==> src/rtl/dcache_port_arbiter_if.sv <==
// dcache_port_arbiter_if: load/store requester and data-cache port signals
interface dcache_port_arbiter_if #(parameter int ADDR_W = 64, parameter int DATA_W = 64);
  logic              io_ld_req_valid;
  logic              io_ld_req_ready;
  logic [ADDR_W-1:0] io_ld_req_addr;
  logic [1:0]        io_ld_req_size;
  logic              io_ld_resp_valid;
  logic [DATA_W-1:0] io_ld_resp_data;
  logic              io_st_req_valid;
  logic              io_st_req_ready;
  logic [ADDR_W-1:0] io_st_req_addr;
  logic [DATA_W-1:0] io_st_req_data;
  logic [1:0]        io_st_req_size;
  logic              io_st_resp_valid;
  logic              io_flush;
  logic              io_busy;
  logic              io_dcache_io_addr_valid;
  logic              io_dcache_io_addr_ready;
  logic [ADDR_W-1:0] io_dcache_io_addr;
  logic              io_dcache_io_Mwout;
  logic [DATA_W-1:0] io_dcache_io_MdataOut;
  logic [1:0]        io_dcache_io_Msize;
  logic              io_dcache_io_data_valid;
  logic [DATA_W-1:0] io_dcache_io_MdataIn;
  modport slave (
    input  io_ld_req_valid, io_ld_req_addr, io_ld_req_size,
    input  io_st_req_valid, io_st_req_addr, io_st_req_data, io_st_req_size, io_flush,
    input  io_dcache_io_addr_ready, io_dcache_io_data_valid, io_dcache_io_MdataIn,
    output io_ld_req_ready, io_ld_resp_valid, io_ld_resp_data,
    output io_st_req_ready, io_st_resp_valid, io_busy,
    output io_dcache_io_addr_valid, io_dcache_io_addr, io_dcache_io_Mwout,
    output io_dcache_io_MdataOut, io_dcache_io_Msize
  );
  modport master (
    output io_ld_req_valid, io_ld_req_addr, io_ld_req_size,
    output io_st_req_valid, io_st_req_addr, io_st_req_data, io_st_req_size, io_flush,
    output io_dcache_io_addr_ready, io_dcache_io_data_valid, io_dcache_io_MdataIn,
    input  io_ld_req_ready, io_ld_resp_valid, io_ld_resp_data,
    input  io_st_req_ready, io_st_resp_valid, io_busy,
    input  io_dcache_io_addr_valid, io_dcache_io_addr, io_dcache_io_Mwout,
    input  io_dcache_io_MdataOut, io_dcache_io_Msize
  );
endinterface

==> src/rtl/dcache_port_arbiter.sv <==
// dcache_port_arbiter: round-robin load/store sharing of one data-cache port, flush-aware
module dcache_port_arbiter #(parameter int ADDR_W = 64, parameter int DATA_W = 64) (
  input logic clock,
  input logic reset,
  dcache_port_arbiter_if.slave io
);
  typedef enum logic [1:0] {IDLE, ADDR, RESP} state_t;
  state_t            state;
  logic              owner, killed, rr_ptr, busy, av, mw, ldrv, strv;
  logic              ld_ok, gnt_ld, gnt_st, done, ld_done;
  logic [ADDR_W-1:0] addr;
  logic [DATA_W-1:0] wdata, rdata;
  logic [1:0]        size;
  assign ld_ok   = io.io_ld_req_valid & ~io.io_flush;
  assign gnt_ld  = ~reset & (state == IDLE) & ld_ok & (~io.io_st_req_valid | ~rr_ptr);
  assign gnt_st  = ~reset & (state == IDLE) & io.io_st_req_valid & (~ld_ok | rr_ptr);
  assign done    = ((state == ADDR) & io.io_dcache_io_addr_ready & io.io_dcache_io_data_valid) |
                   ((state == RESP) & io.io_dcache_io_data_valid);
  assign ld_done = done & ~owner & ~killed & ~io.io_flush;
  assign io.io_ld_req_ready         = gnt_ld;
  assign io.io_st_req_ready         = gnt_st;
  assign io.io_busy                 = busy;
  assign io.io_ld_resp_valid        = ldrv;
  assign io.io_ld_resp_data         = rdata;
  assign io.io_st_resp_valid        = strv;
  assign io.io_dcache_io_addr_valid = av;
  assign io.io_dcache_io_addr       = addr;
  assign io.io_dcache_io_Mwout      = mw;
  assign io.io_dcache_io_MdataOut   = wdata;
  assign io.io_dcache_io_Msize      = size;
  always_ff @(posedge clock or posedge reset)
    if (reset) begin
      state  <= IDLE;
      owner  <= 1'b0;
      killed <= 1'b0;
      rr_ptr <= 1'b0;
      busy   <= 1'b0;
      av     <= 1'b0;
      mw     <= 1'b0;
      ldrv   <= 1'b0;
      strv   <= 1'b0;
      addr   <= '0;
      wdata  <= '0;
      rdata  <= '0;
      size   <= '0;
    end else begin
      ldrv <= ld_done;
      strv <= done & owner;
      if (ld_done) rdata <= io.io_dcache_io_MdataIn;
      // a killed load finishes its handshake; only its response is suppressed
      killed <= done ? 1'b0 : killed | (io.io_flush & ~owner & (state != IDLE));
      case (state)
        IDLE: if (gnt_ld | gnt_st) begin
          state  <= ADDR;
          busy   <= 1'b1;
          av     <= 1'b1;
          owner  <= gnt_st;
          mw     <= gnt_st;
          rr_ptr <= gnt_ld;
          addr   <= gnt_st ? io.io_st_req_addr : io.io_ld_req_addr;
          size   <= gnt_st ? io.io_st_req_size : io.io_ld_req_size;
          if (gnt_st) wdata <= io.io_st_req_data;
        end
        ADDR: if (io.io_dcache_io_addr_ready) begin
          av    <= 1'b0;
          state <= io.io_dcache_io_data_valid ? IDLE : RESP;
          busy  <= ~io.io_dcache_io_data_valid;
        end
        RESP: if (io.io_dcache_io_data_valid) begin
          state <= IDLE;
          busy  <= 1'b0;
        end
        default: state <= IDLE;
      endcase
    end
endmodule
==> src/flat_wrapper.sv <==
// flat-port wrapper written by rule: the top's interface ports become plain ports
module dcache_port_arbiter_flat 
#(parameter int ADDR_W = 64, parameter int DATA_W = 64)
  (clock, reset, io_io_ld_req_valid, io_io_ld_req_addr, io_io_ld_req_size, io_io_st_req_valid, io_io_st_req_addr, io_io_st_req_data, io_io_st_req_size, io_io_flush, io_io_dcache_io_addr_ready, io_io_dcache_io_data_valid, io_io_dcache_io_MdataIn, io_io_ld_req_ready, io_io_ld_resp_valid, io_io_ld_resp_data, io_io_st_req_ready, io_io_st_resp_valid, io_io_busy, io_io_dcache_io_addr_valid, io_io_dcache_io_addr, io_io_dcache_io_Mwout, io_io_dcache_io_MdataOut, io_io_dcache_io_Msize);
  dcache_port_arbiter_if #(.ADDR_W(ADDR_W), .DATA_W(DATA_W)) io_i ();
  input logic clock;
  input logic reset;
  input wire logic [$bits(io_i.io_ld_req_valid)-1:0] io_io_ld_req_valid;
  input wire logic [$bits(io_i.io_ld_req_addr)-1:0] io_io_ld_req_addr;
  input wire logic [$bits(io_i.io_ld_req_size)-1:0] io_io_ld_req_size;
  input wire logic [$bits(io_i.io_st_req_valid)-1:0] io_io_st_req_valid;
  input wire logic [$bits(io_i.io_st_req_addr)-1:0] io_io_st_req_addr;
  input wire logic [$bits(io_i.io_st_req_data)-1:0] io_io_st_req_data;
  input wire logic [$bits(io_i.io_st_req_size)-1:0] io_io_st_req_size;
  input wire logic [$bits(io_i.io_flush)-1:0] io_io_flush;
  input wire logic [$bits(io_i.io_dcache_io_addr_ready)-1:0] io_io_dcache_io_addr_ready;
  input wire logic [$bits(io_i.io_dcache_io_data_valid)-1:0] io_io_dcache_io_data_valid;
  input wire logic [$bits(io_i.io_dcache_io_MdataIn)-1:0] io_io_dcache_io_MdataIn;
  output wire logic [$bits(io_i.io_ld_req_ready)-1:0] io_io_ld_req_ready;
  output wire logic [$bits(io_i.io_ld_resp_valid)-1:0] io_io_ld_resp_valid;
  output wire logic [$bits(io_i.io_ld_resp_data)-1:0] io_io_ld_resp_data;
  output wire logic [$bits(io_i.io_st_req_ready)-1:0] io_io_st_req_ready;
  output wire logic [$bits(io_i.io_st_resp_valid)-1:0] io_io_st_resp_valid;
  output wire logic [$bits(io_i.io_busy)-1:0] io_io_busy;
  output wire logic [$bits(io_i.io_dcache_io_addr_valid)-1:0] io_io_dcache_io_addr_valid;
  output wire logic [$bits(io_i.io_dcache_io_addr)-1:0] io_io_dcache_io_addr;
  output wire logic [$bits(io_i.io_dcache_io_Mwout)-1:0] io_io_dcache_io_Mwout;
  output wire logic [$bits(io_i.io_dcache_io_MdataOut)-1:0] io_io_dcache_io_MdataOut;
  output wire logic [$bits(io_i.io_dcache_io_Msize)-1:0] io_io_dcache_io_Msize;
  assign io_i.io_ld_req_valid = io_io_ld_req_valid;
  assign io_i.io_ld_req_addr = io_io_ld_req_addr;
  assign io_i.io_ld_req_size = io_io_ld_req_size;
  assign io_i.io_st_req_valid = io_io_st_req_valid;
  assign io_i.io_st_req_addr = io_io_st_req_addr;
  assign io_i.io_st_req_data = io_io_st_req_data;
  assign io_i.io_st_req_size = io_io_st_req_size;
  assign io_i.io_flush = io_io_flush;
  assign io_i.io_dcache_io_addr_ready = io_io_dcache_io_addr_ready;
  assign io_i.io_dcache_io_data_valid = io_io_dcache_io_data_valid;
  assign io_i.io_dcache_io_MdataIn = io_io_dcache_io_MdataIn;
  assign io_io_ld_req_ready = io_i.io_ld_req_ready;
  assign io_io_ld_resp_valid = io_i.io_ld_resp_valid;
  assign io_io_ld_resp_data = io_i.io_ld_resp_data;
  assign io_io_st_req_ready = io_i.io_st_req_ready;
  assign io_io_st_resp_valid = io_i.io_st_resp_valid;
  assign io_io_busy = io_i.io_busy;
  assign io_io_dcache_io_addr_valid = io_i.io_dcache_io_addr_valid;
  assign io_io_dcache_io_addr = io_i.io_dcache_io_addr;
  assign io_io_dcache_io_Mwout = io_i.io_dcache_io_Mwout;
  assign io_io_dcache_io_MdataOut = io_i.io_dcache_io_MdataOut;
  assign io_io_dcache_io_Msize = io_i.io_dcache_io_Msize;
  dcache_port_arbiter #(.ADDR_W(ADDR_W), .DATA_W(DATA_W)) u_core (.clock(clock), .reset(reset), .io(io_i));
endmodule
==> config.mk <==
export PLATFORM = sky130hd
export DESIGN_NAME = dcache_port_arbiter_flat
export DESIGN_NICKNAME = d
export VERILOG_FILES = /design/src/rtl/dcache_port_arbiter_if.sv /design/src/rtl/dcache_port_arbiter.sv /design/src/flat_wrapper.sv
export SDC_FILE = /design/constraint.sdc
export NUM_CORES = 1
export LEC_CHECK = 0
export BUFFER_PORTS_ARGS = -buffer_cell sky130_fd_sc_hd__buf_2
export CORE_AREA = 2 2 184 186
export CTS_CLUSTER_DIAMETER = 40
export DETAILED_ROUTE_END_ITERATION = 12
export DIE_AREA = 0 0 186 188
export GPL_ROUTABILITY_DRIVEN = 0
export GPL_TIMING_DRIVEN = 0
export PLACE_DENSITY = 0.57
export SETUP_SLACK_MARGIN = 0.5
export SYNTH_ARGS = -nofsm -noshare
export SYNTH_HDL_FRONTEND = slang
export SYNTH_SLANG_ARGS = --single-unit
==> constraint.sdc <==
create_clock -name clock -period 15.3 [get_ports clock]
set_clock_uncertainty 0.05 [all_clocks]
set_input_delay 1.53 -clock clock [delete_from_list [all_inputs] [get_ports clock]]
set_output_delay 1.53 -clock clock [all_outputs]
set_load 0.005 [all_outputs]
==> results of run 1 <==
-- worst min-delay path: stages (launching register included) --
cell     delay (ns)
dfrtp_1        0.33
nand2_1        0.04
o21ai_0        0.06
-- where the power goes --
group | leakage (nW) | internal (mW) | switching, mW
Combinational | 3.76 | 0.359 | 0.257
Clock | 0.579 | 0.525 | 0.256
Sequential | 2.50 | 0.749 | 0.112
-- per-stage QoR --
| stage | power [mW] | hold WS, ns | cell area [um2] |
|---|---|---|---|
| 4_1_cts | 2.30 | 0.424 | 12600 |
| 3_5_place_dp | 1.49 | 0.415 | 11400 |
| 6_report | 2.26 | 0.420 | 12600 |
| 2_1_floorplan | 1.16 | 0.417 | 8490 |
| 3_3_place_gp | 1.48 | 0.408 | 11400 |
| 5_1_grt | 2.40 | 0.440 | 12600 |
-- state kept, by name, summed over array words and instances (netlist names) --
signal and cells:
u_core.io.io_busy 1, u_core.io.io_dcache_io_MdataOut 64, u_core.io.io_dcache_io_addr 64, u_core.rr_ptr 1, u_core.io.io_st_resp_valid 1, u_core.io.io_ld_resp_valid 1, u_core.io.io_dcache_io_addr_valid 1, u_core.owner 1
u_core.io.io_dcache_io_Msize 2, u_core.killed 1, u_core.io.io_ld_resp_data 64, u_core.state 2
-- area by class of cell --
type / count / share of cell area
inverters: 4 / 0.00179
plain buffers: 36 / 0.0203
clock buffers: 44 / 0.0762
multi-input cells: 355 / 0.249
flip-flops and latches: 203 / 0.403
clock inverters: 14 / 0.0170
repair buffers: 468 / 0.188
well taps: 448 / 0.0445
-- synthesized netlist by cell type, types with 4 or more instances --
cell	count
o21ai_0	36
buf_8	5
mux2_4	59
mux2_2	62
nand2_1	73
o21ai_1	31
buf_4	8
clkbuf_1	11
inv_1	4
buf_2	9
mux2_1	7
mux2i_1	67
dfrtp_1	203
-- metal layers --
layer	GRT usage	wire length (um)	part of all wire	up-vias
li1	-	-	-	3093
met1	0.153	9550	0.37	3133
met2	0.259	13200	0.51	328
met3	0.0388	2290	0.089	46
met4	0.0469	641	0.025	0
met5	0	0	0	-
-- path summary, 6_finish.rpt --
check / startpoint / slack, ns / end / cells past startpoint
max: io_io_flush / 10.73 / io_io_st_req_ready / 6
min: u_core.io.io_dcache_io_addr[39] / 0.42 / u_core.io.io_dcache_io_addr[39] / 2
max reg2reg: u_core.state[0] / 13.21 / u_core.io.io_dcache_io_addr[44] / 7
min reg2reg: u_core.io.io_dcache_io_addr[39] / 0.42 / u_core.io.io_dcache_io_addr[39] / 2
max in group asynchronous: reset / 13.07 / u_core.io.io_dcache_io_MdataOut[38] / 3
min in group asynchronous: reset / 1.05 / u_core.io.io_ld_resp_data[61] / 2
-- logic make-up (layout without fill, tap and decap cells) --
| kind of cell | after synthesis | after routing |
|---|---|---|
| compound gates | 75 | 75 |
| buf+inv | 40 | 566 |
| flops | 203 | 203 |
| mux | 195 | 195 |
| simple gates | 85 | 85 |
==> out/qor.txt, run 1 <==
CTS Hold Buffers Added -> 0
Hold Vio Cnt, Final -> 0
register area -> 0.00508 mm2
fillers -> 3,279
synth top area cells -> dfrtp_1 60%, mux2_4 10%, mux2_2 8.2%, mux2i_1 7.9%, nand2_1 3.2%
Finish-stage setup viols -> 0
CTS buffer count -> 34
Pre-antenna DRT Iters -> 4
post-synthesis simple-gate area fraction -> 0.0436
CP Buf/Inv Count -> 5
DP Wirelength -> 19.7 mm
Congestion Overflow GR -> 0
Period minus WS final -> 4.57 ns
PostCTS Resize Cnt -> 0
Max Cap Viol -> 0
CORE AREA -> 0.0331 mm2
Synth Area in Adders -> 0
cells along the critical path -> buf_2 -> o311ai_4 -> buf_4 -> buf_4 -> inv_1 -> buf_2
CTS tree -> yes
area delta synth->final -> 48.4%
std cell rows -> 67
post-route ant nets -> 0
Yosys reg bits -> 203
Initial DRC Count -> 126
Mapped Area -> 0.00849 mm2
library cells used by synthesis -> 31
CTS Sinks -> 203
Async S/R FF share, synth -> 1.00
first-pass GRT wire length -> 37.9 mm
Critical Path RT -> 13.72 ns
Worst slew margin -> 0.531
largest area contributor in the netlist -> dfrtp_1
initial antenna violation count -> 0
Crit Path Class -> in -> out
dominant synthesized flop cell -> dfrtp_1
Worst-Margin Slew -> 0.703 ns
I/O pins -> 468
YS warnings -> 0
CP Max Fanout -> 10
post-layout util -> 0.380
Starting Density -> 0.256
die outline width -> 186 um
cell chosen for the clock root -> clkbuf_16
xor and xnor area share after synthesis -> 0
RSZ-0062 raised after global routing -> false
Via Count -> 6,600
area share of the largest cell type after synthesis -> 0.598
multi-input logic area -> 0.00314 mm2
Final WS setup -> 10.73 ns
clock slew at reported path FFs -> 0.05 ns
CP top delay family -> buffers and inverters
Global Route Usage Sum -> 0.141
PwrDens -> 179 mW/mm2
Cells after Synth -> 598
Final Net Count -> 1,369
part of the cycle the worst path needs -> 0.299
die area -> 0.0350 mm2
P_leak -> 6.84 nW
EDFF count, synth -> 0
syn avg cell area -> 14.2 um2
Synth Area in Compound Gates -> 0.0511
slowest CP cell -> o311ai_4
H-tree depth -> 2
slowest stage delay, CP -> 0.50 ns
Max Fclk -> 0.219 GHz
sequential area share after synthesis -> 0.598
Worst setup SP type -> input pin
Synthesized Nets -> 865
Final TNS setup -> 0 ns
pin count of the biggest net entering global routing -> 128
CTS max path bufs -> 3
max-slew violations -> 0
share of cells above drive strength 1 -> 0.601
clk_lat worst skew -> 0.48 ns
vias per cell -> 4.20
largest family of logic cells by synthesized area -> multiplexers
mux cell area share after synthesis -> 0.275
status -> finished clean
commonest non-fill, non-tap cell in the layout -> buf_2
DRC Markers -> 0
crit end category -> output pin
Place WS -> 10.61 ns
final std cells w/o fill -> 1,572
ANT cells -> 0
HP Class -> reg -> reg
peak supply drop -> 0.0901 mV
IO Port Bufs -> 467
Post-Route WL -> 25.7 mm
Avg WL per Cell -> 16.3 um
Worst EP arrival -> 2.99 ns
number of setup buffers added after CTS -> 0
vias in the first global route -> 6,883
most frequent cells in the layout -> 476 x buf_2, 203 x dfrtp_1, 73 x nand2_1, 67 x mux2i_1, 62 x mux2_2
DP Cell Count -> 1,514
Die H -> 188 um
Power figures use the tool's default switching activity.
==> inputs of run 2 (changes only) <==
Clock period 15.3 ns to 4.4 ns, I/O delays scaled along.
==> out/qor.txt, run 2 (synthesis results as in run 1) <==
status -> finished clean
DP Cell Count -> 1,519 (+0.33%)
DRC Markers -> 0 (unchanged)
cells along the critical path -> dlygate4sd3_1 -> buf_2 -> nor3_4 -> o311ai_4 -> buf_4 -> buf_4 -> inv_1 -> buf_2
DP Wirelength -> 20.1 mm (+2.3%)
RSZ-0062 raised after global routing -> false
slowest stage delay, CP -> 0.56 ns (+0.06 ns)
Max Fclk -> 0.361 GHz
Period minus WS final -> 2.77 ns
vias per cell -> 4.18 (-0.51%)
number of setup buffers added after CTS -> 0 (unchanged)
Die H -> 188 um (unchanged)
IO Port Bufs -> 467 (unchanged)
Global Route Usage Sum -> 0.142 (+0.00108)
uppermost layer routed -> met4
std cell rows -> 67 (unchanged)
die outline width -> 186 um (unchanged)
PwrDens -> 633 mW/mm2 (+250%)
Starting Density -> 0.256 (unchanged)
met2 WL -> 12.7 mm (-3.4%)
most frequent cells in the layout -> 476 x buf_2, 203 x dfrtp_1, 73 x nand2_1, 67 x mux2i_1, 62 x mux2_2
peak supply drop -> 0.285 mV (+220%)
initial antenna violation count -> 1 (+1)
final std cells w/o fill -> 1,592 (+1.3%)
Final Net Count -> 1,379 (+0.73%)
Max Cap Viol -> 0 (unchanged)
crit end category -> output pin
Critical Path RT -> 3.91 ns (-9.81 ns)
post-route ant nets -> 0 (unchanged)
Worst slew margin -> 0.567 (+0.0355)
vias in the first global route -> 6,935 (+0.76%)
Hold Vio Cnt, Final -> 0 (unchanged)
Pre-antenna DRT Iters -> 4 (unchanged)
Finish-stage setup viols -> 0 (unchanged)
I/O pins -> 468 (unchanged)
M1 WL -> 9.92 mm (+3.9%)
Crit Path Class -> in -> out
share of cells above drive strength 1 -> 0.606 (+0.00508)
pin count of the biggest net entering global routing -> 44 (-66%)
cell chosen for the clock root -> clkbuf_16
commonest non-fill, non-tap cell in the layout -> buf_2
Final TNS setup -> 0 ns (unchanged)
slowest CP cell -> dlygate4sd3_1
Avg WL per Cell -> 16.3 um (-0.48%)
area delta synth->final -> 51.5%
max-slew violations -> 0 (unchanged)
Post-Route WL -> 25.9 mm (+0.78%)
first-pass GRT wire length -> 38.2 mm (+0.76%)
die area -> 0.0350 mm2 (unchanged)
CTS buffer count -> 38 (+12%)
Initial DRC Count -> 156 (+24%)
Via Count -> 6,650 (+0.76%)
HP Class -> in -> reg
CTS max path bufs -> 3 (unchanged)
CORE AREA -> 0.0331 mm2 (unchanged)
Worst setup SP type -> input pin
Worst-Margin Slew -> 0.650 ns (-0.0533 ns)
CTS tree -> yes
part of the cycle the worst path needs -> 0.629
met3 WL post-DR -> 2.40 mm (+4.6%)
Worst EP arrival -> 2.28 ns (-0.71 ns)
hold slack -> 0.103 ns (-0.317 ns)
fillers -> 3,224 (-1.7%)
H-tree depth -> 2 (unchanged)
CTS Hold Buffers Added -> 1 (+1)
clk_lat worst skew -> 0.50 ns (+0.02 ns)
PostCTS Resize Cnt -> 0 (unchanged)
CP Max Fanout -> 10 (unchanged)
P_leak -> 6.95 nW (+1.7%)
Congestion Overflow GR -> 0 (unchanged)
clock slew at reported path FFs -> 0.05 ns (about the same)
CTS Sinks -> 203 (unchanged)
-- run 2: cell count changes in the layout (fill, tap and decap cells not counted), sizes merged --
cell / change
clkbuf: +2
inv: +2
buf: +5
clkinv: +3
dlygate4sd3: +1
diode: +3
clkinvlp: +3
bufinv: +1
-- run 2: routing by layer --
layer  vias to the layer above  track usage
met4                         0       0.0524
met3                        50       0.0464
met2                       333        0.252
met1                      3133        0.155
li1                       3134            -
met5                         -            0
-- run 2: per-stage QoR --
stage	instance area, um2	worst slack [ns]	power (mW)	util
floorplan	8490	1.28	4.03	-
detailed placement	11500	1.84	5.20	0.348
global placement	11400	-0.209	5.16	0.344
CTS	12800	1.50	8.27	0.388
finish	12900	1.63	8.13	0.388
global route	12800	1.45	8.63	0.388
-- run 2: final timing paths --
path | to | startpoint | slack (ns) | depth (start not counted)
worst max-delay path | io_io_st_req_ready | reset | 1.63 | 8
worst min-delay path | u_core.state[0] | io_io_dcache_io_addr_ready | 0.10 | 2
worst max register to register | u_core.io.io_dcache_io_addr[8] | u_core.state[0] | 2.24 | 7
worst min register to register | u_core.io.io_dcache_io_addr[61] | u_core.io.io_dcache_io_addr[61] | 0.42 | 2
max in group asynchronous | u_core.io.io_dcache_io_MdataOut[61] | reset | 2.89 | 5
min in group asynchronous | u_core.io.io_dcache_io_MdataOut[44] | reset | 0.58 | 3
-- run 2: critical path: cells and delay by family --
family / cells / cell delay [ns]
AOI/OAI and AO/OA: 1 / 0.22
buffers and inverters: 6 / 1.36
and+or+nand+nor: 1 / 0.24
-- run 2: area by class of cell --
class                      instances  area, um2  share of cell area
clock inverter                    23        308              0.0239
clock buffer                      46       1020              0.0794
timing repair buffer             474       2470               0.192
multi-input combinational        355       3140               0.244
tap                              448        561              0.0436
inverter                           4       18.8             0.00146
antenna                            3       7.51            0.000584
sequential                       203       5080               0.395
buffer                            36        255              0.0199
-- run 2: report_power, final --
group	internal [mW]	switching [mW]	total, mW
Combinational	1.26	0.897	2.15
Clock	2.01	0.976	2.99
Sequential	2.61	0.383	2.99
Total	5.88	2.26	8.13
==> inputs of run 3 (changes only) <==
Settings changed: ABC_AREA from default to 1, CORE_AREA 2 2 184 186 to 2 2 180 182, DIE_AREA 0 0 186 188 to 0 0 182 184, PLACE_DENSITY 0.57 to 0.61.
Clock period 4.4 ns to 2.3 ns, I/O delays scaled along.
==> out/qor.txt, run 3 <==
area delta synth->final -> 83.2%
P_leak -> 8.99 nW (+29%)
Finish-stage setup viols -> 0 (unchanged)
status -> finished clean
max-slew violations -> 0 (unchanged)
register area -> 0.00508 mm2 (unchanged)
CTS buffer count -> 38 (unchanged)
ANT cells -> 0 (-3)
Initial DRC Count -> 451 (+190%)
PwrDens -> 1070 mW/mm2 (+69%)
fillers -> 2,802 (-13%)
H-tree depth -> 2 (unchanged)
Async S/R FF share, synth -> 1.00 (unchanged)
CORE AREA -> 0.0314 mm2 (-5.2%)
most used cell, CP -> buf_6
most frequent cells in the layout -> 790 x nand2_1, 475 x buf_2, 241 x dlygate4sd3_1, 203 x dfrtp_1, 41 x clkbuf_16
I/O pins -> 468 (unchanged)
multi-input logic area -> 0.00313 mm2 (-0.16%)
Place WS -> -0.0372 ns (-1.88 ns)
area share of the largest cell type after synthesis -> 0.593 (-0.00542)
Die H -> 184 um (-2.1%)
initial antenna violation count -> 0 (-1)
DP Wirelength -> 23.6 mm (+17%)
Mapped Area -> 0.00857 mm2 (+0.91%)
part of the cycle the worst path needs -> 0.818
Worst-Margin Slew -> 0.796 ns (+0.146 ns)
post-layout util -> 0.500 (+0.112)
EDFF count, synth -> 0 (unchanged)
cell chosen for the clock root -> clkbuf_16
std cell rows -> 65 (-3.0%)
Worst EP arrival -> 1.60 ns (-0.68 ns)
slowest stage delay, CP -> 0.39 ns (-0.17 ns)
vias per cell -> 4.38 (+4.8%)
Global Route Usage Sum -> 0.203 (+0.0617)
CP top delay family -> simple AND/OR/NAND/NOR gates
most frequent cell after synthesis -> nand2_1
clock slew at reported path FFs -> 0.05 ns (about the same)
share of cells above drive strength 1 -> 0.337 (-0.269)
reg2reg setup slack -> 0.49 ns (-1.75 ns)
synth top area cells -> dfrtp_1 59%, nand2_1 35%, buf_2 1.6%, buf_6 0.79%, buf_4 0.70%
Max Fclk -> 0.532 GHz
Hold Path Stages -> 5 (+3)
Congestion Overflow GR -> 0 (unchanged)
CTS max path bufs -> 3 (unchanged)
library cells used by synthesis -> 21 (-32%)
Post-Route WL -> 35.4 mm (+37%)
HP Class -> in -> reg
crit end category -> output pin
Via Count -> 10,000 (+51%)
post-route ant nets -> 0 (unchanged)
Starting Density -> 0.273 (+0.0165)
CP Buf/Inv Count -> 3 (-3)
Hold Vio Cnt, Final -> 0 (unchanged)
Final TNS setup -> 0 ns (unchanged)
CTS Sinks -> 203 (unchanged)
final std cells w/o fill -> 2,292 (+44%)
top cells by count, synth -> 795 x nand2_1, 203 x dfrtp_1, 28 x buf_2
Worst slew margin -> 0.468 (-0.0988)
vias in the first global route -> 10,300 (+48%)
Period minus WS final -> 1.88 ns
die area -> 0.0335 mm2 (-4.2%)
Avg WL per Cell -> 15.4 um (-5.0%)
RSZ-0062 raised after global routing -> true
Crit Path Class -> reg -> out
pin count of the biggest net entering global routing -> 43 (-2.3%)
Yosys reg bits -> 203 (unchanged)
die outline width -> 182 um (-2.2%)
CP Depth -> 6 (-2)
CP Max Fanout -> 2 (-8)
cells along the critical path -> nor2_2 -> nand3_2 -> nor2_4 -> buf_8 -> buf_6 -> buf_6
first-pass GRT wire length -> 53.8 mm (+41%)
Tot Pwr -> 16.7 mW (+110%)
Final WS setup -> 0.419 ns (-1.21 ns)
Critical Path RT -> 2.02 ns (-1.89 ns)
Final Net Count -> 2,128 (+54%)
IO Port Bufs -> 467 (unchanged)
Cells after Synth -> 1,087 (+82%)
Pre-antenna DRT Iters -> 5 (+1)
worst r2r path cells -> 11 (+4)
dominant synthesized flop cell -> dfrtp_1
Max Cap Viol -> 0 (unchanged)
DP Cell Count -> 1,961 (+29%)
peak supply drop -> 0.577 mV (+100%)
DRC Markers -> 0 (unchanged)
CTS tree -> yes
slowest CP cell -> dfrtp_1
Synthesized Nets -> 1,354 (+57%)
YS warnings -> 0 (unchanged)
Worst setup SP type -> flip-flop
clk_lat worst skew -> 0.49 ns (about the same)
largest area contributor in the netlist -> dfrtp_1
sequential area share after synthesis -> 0.593 (-0.00542)
syn avg cell area -> 7.88 um2 (-44%)
commonest non-fill, non-tap cell in the layout -> nand2_1
[run 3: worst register-to-register path, delay by kind of cell, from the launching register on]
kind / cells / cell delay (ns)
flip-flops: 1 / 0.39
AND/OR/NAND/NOR: 7 / 0.69
buffers and inverters: 4 / 0.58
[run 3: final timing paths]
path | startpoint | to
worst max-delay path | u_core.state[0] | io_io_st_req_ready
worst min-delay path | io_io_st_req_addr[60] | u_core.io.io_dcache_io_addr[60]
worst max register to register | u_core.state[0] | u_core.io.io_dcache_io_addr[54]
worst min register to register | u_core.io.io_dcache_io_MdataOut[49] | u_core.io.io_dcache_io_MdataOut[49]
max in group asynchronous | reset | u_core.io.io_dcache_io_addr[58]
min in group asynchronous | reset | u_core.io.io_dcache_io_addr[13]
[run 3: layout make-up]
| type | count | area share |
|---|---|---|
| timing repair buffer | 734 | 0.322 |
| tap | 402 | 0.0320 |
| multi-input combinational | 815 | 0.200 |
| inverter | 13 | 0.00367 |
| sequential | 203 | 0.324 |
| clock inverter | 24 | 0.0187 |
| clock buffer | 45 | 0.0676 |
| buffer | 56 | 0.0327 |
[run 3: cells by family (layout without fill, tap and decap cells)]
| logic type | Yosys count | in the layout | synth area share |
|---|---|---|---|
| AO/OA/AOI/OAI | 5 | 5 | 0.00351 |
| AND/OR/NAND/NOR | 810 | 810 | 0.359 |
| flip-flops | 203 | 203 | 0.593 |
| buffers and inverters | 69 | 872 | 0.0444 |
[run 3: where the power goes]
group / total, mW / internal [mW] / switching, mW
sequential: 5.95 / 5.10 / 0.843
combinational: 4.98 / 2.40 / 2.58
clock: 5.80 / 3.81 / 1.99
total: 16.7 / 11.3 / 5.42
[run 3: repair_timing]
action,4_1_cts,5_1_grt
endpoints found under the setup margin,135,191
hold buffers,241,0
buffers inserted,11,10
hold endpoints to repair,203,0
pin swaps,5,5
gates resized for setup,14,63
cloned,0,0
[run 3: metrics by stage]
step | hold slack (ns) | instance area, um2
2_1_floorplan | 0.288 | 8630
4_1_cts | 0.0000279 | 15500
3_5_place_dp | 0.275 | 11600
6_report | 0.00408 | 15700
3_3_place_gp | 0.376 | 11500
5_1_grt | 0.00800 | 15700
[run 3: layer usage]
layer  up-vias  part of all wire  global-route usage
li1       4822                 -                   -
met1      4584              0.38               0.228
met2       518              0.50               0.363
met3       114             0.082              0.0539
met4         0             0.040              0.0897
met5         -                 0                   0
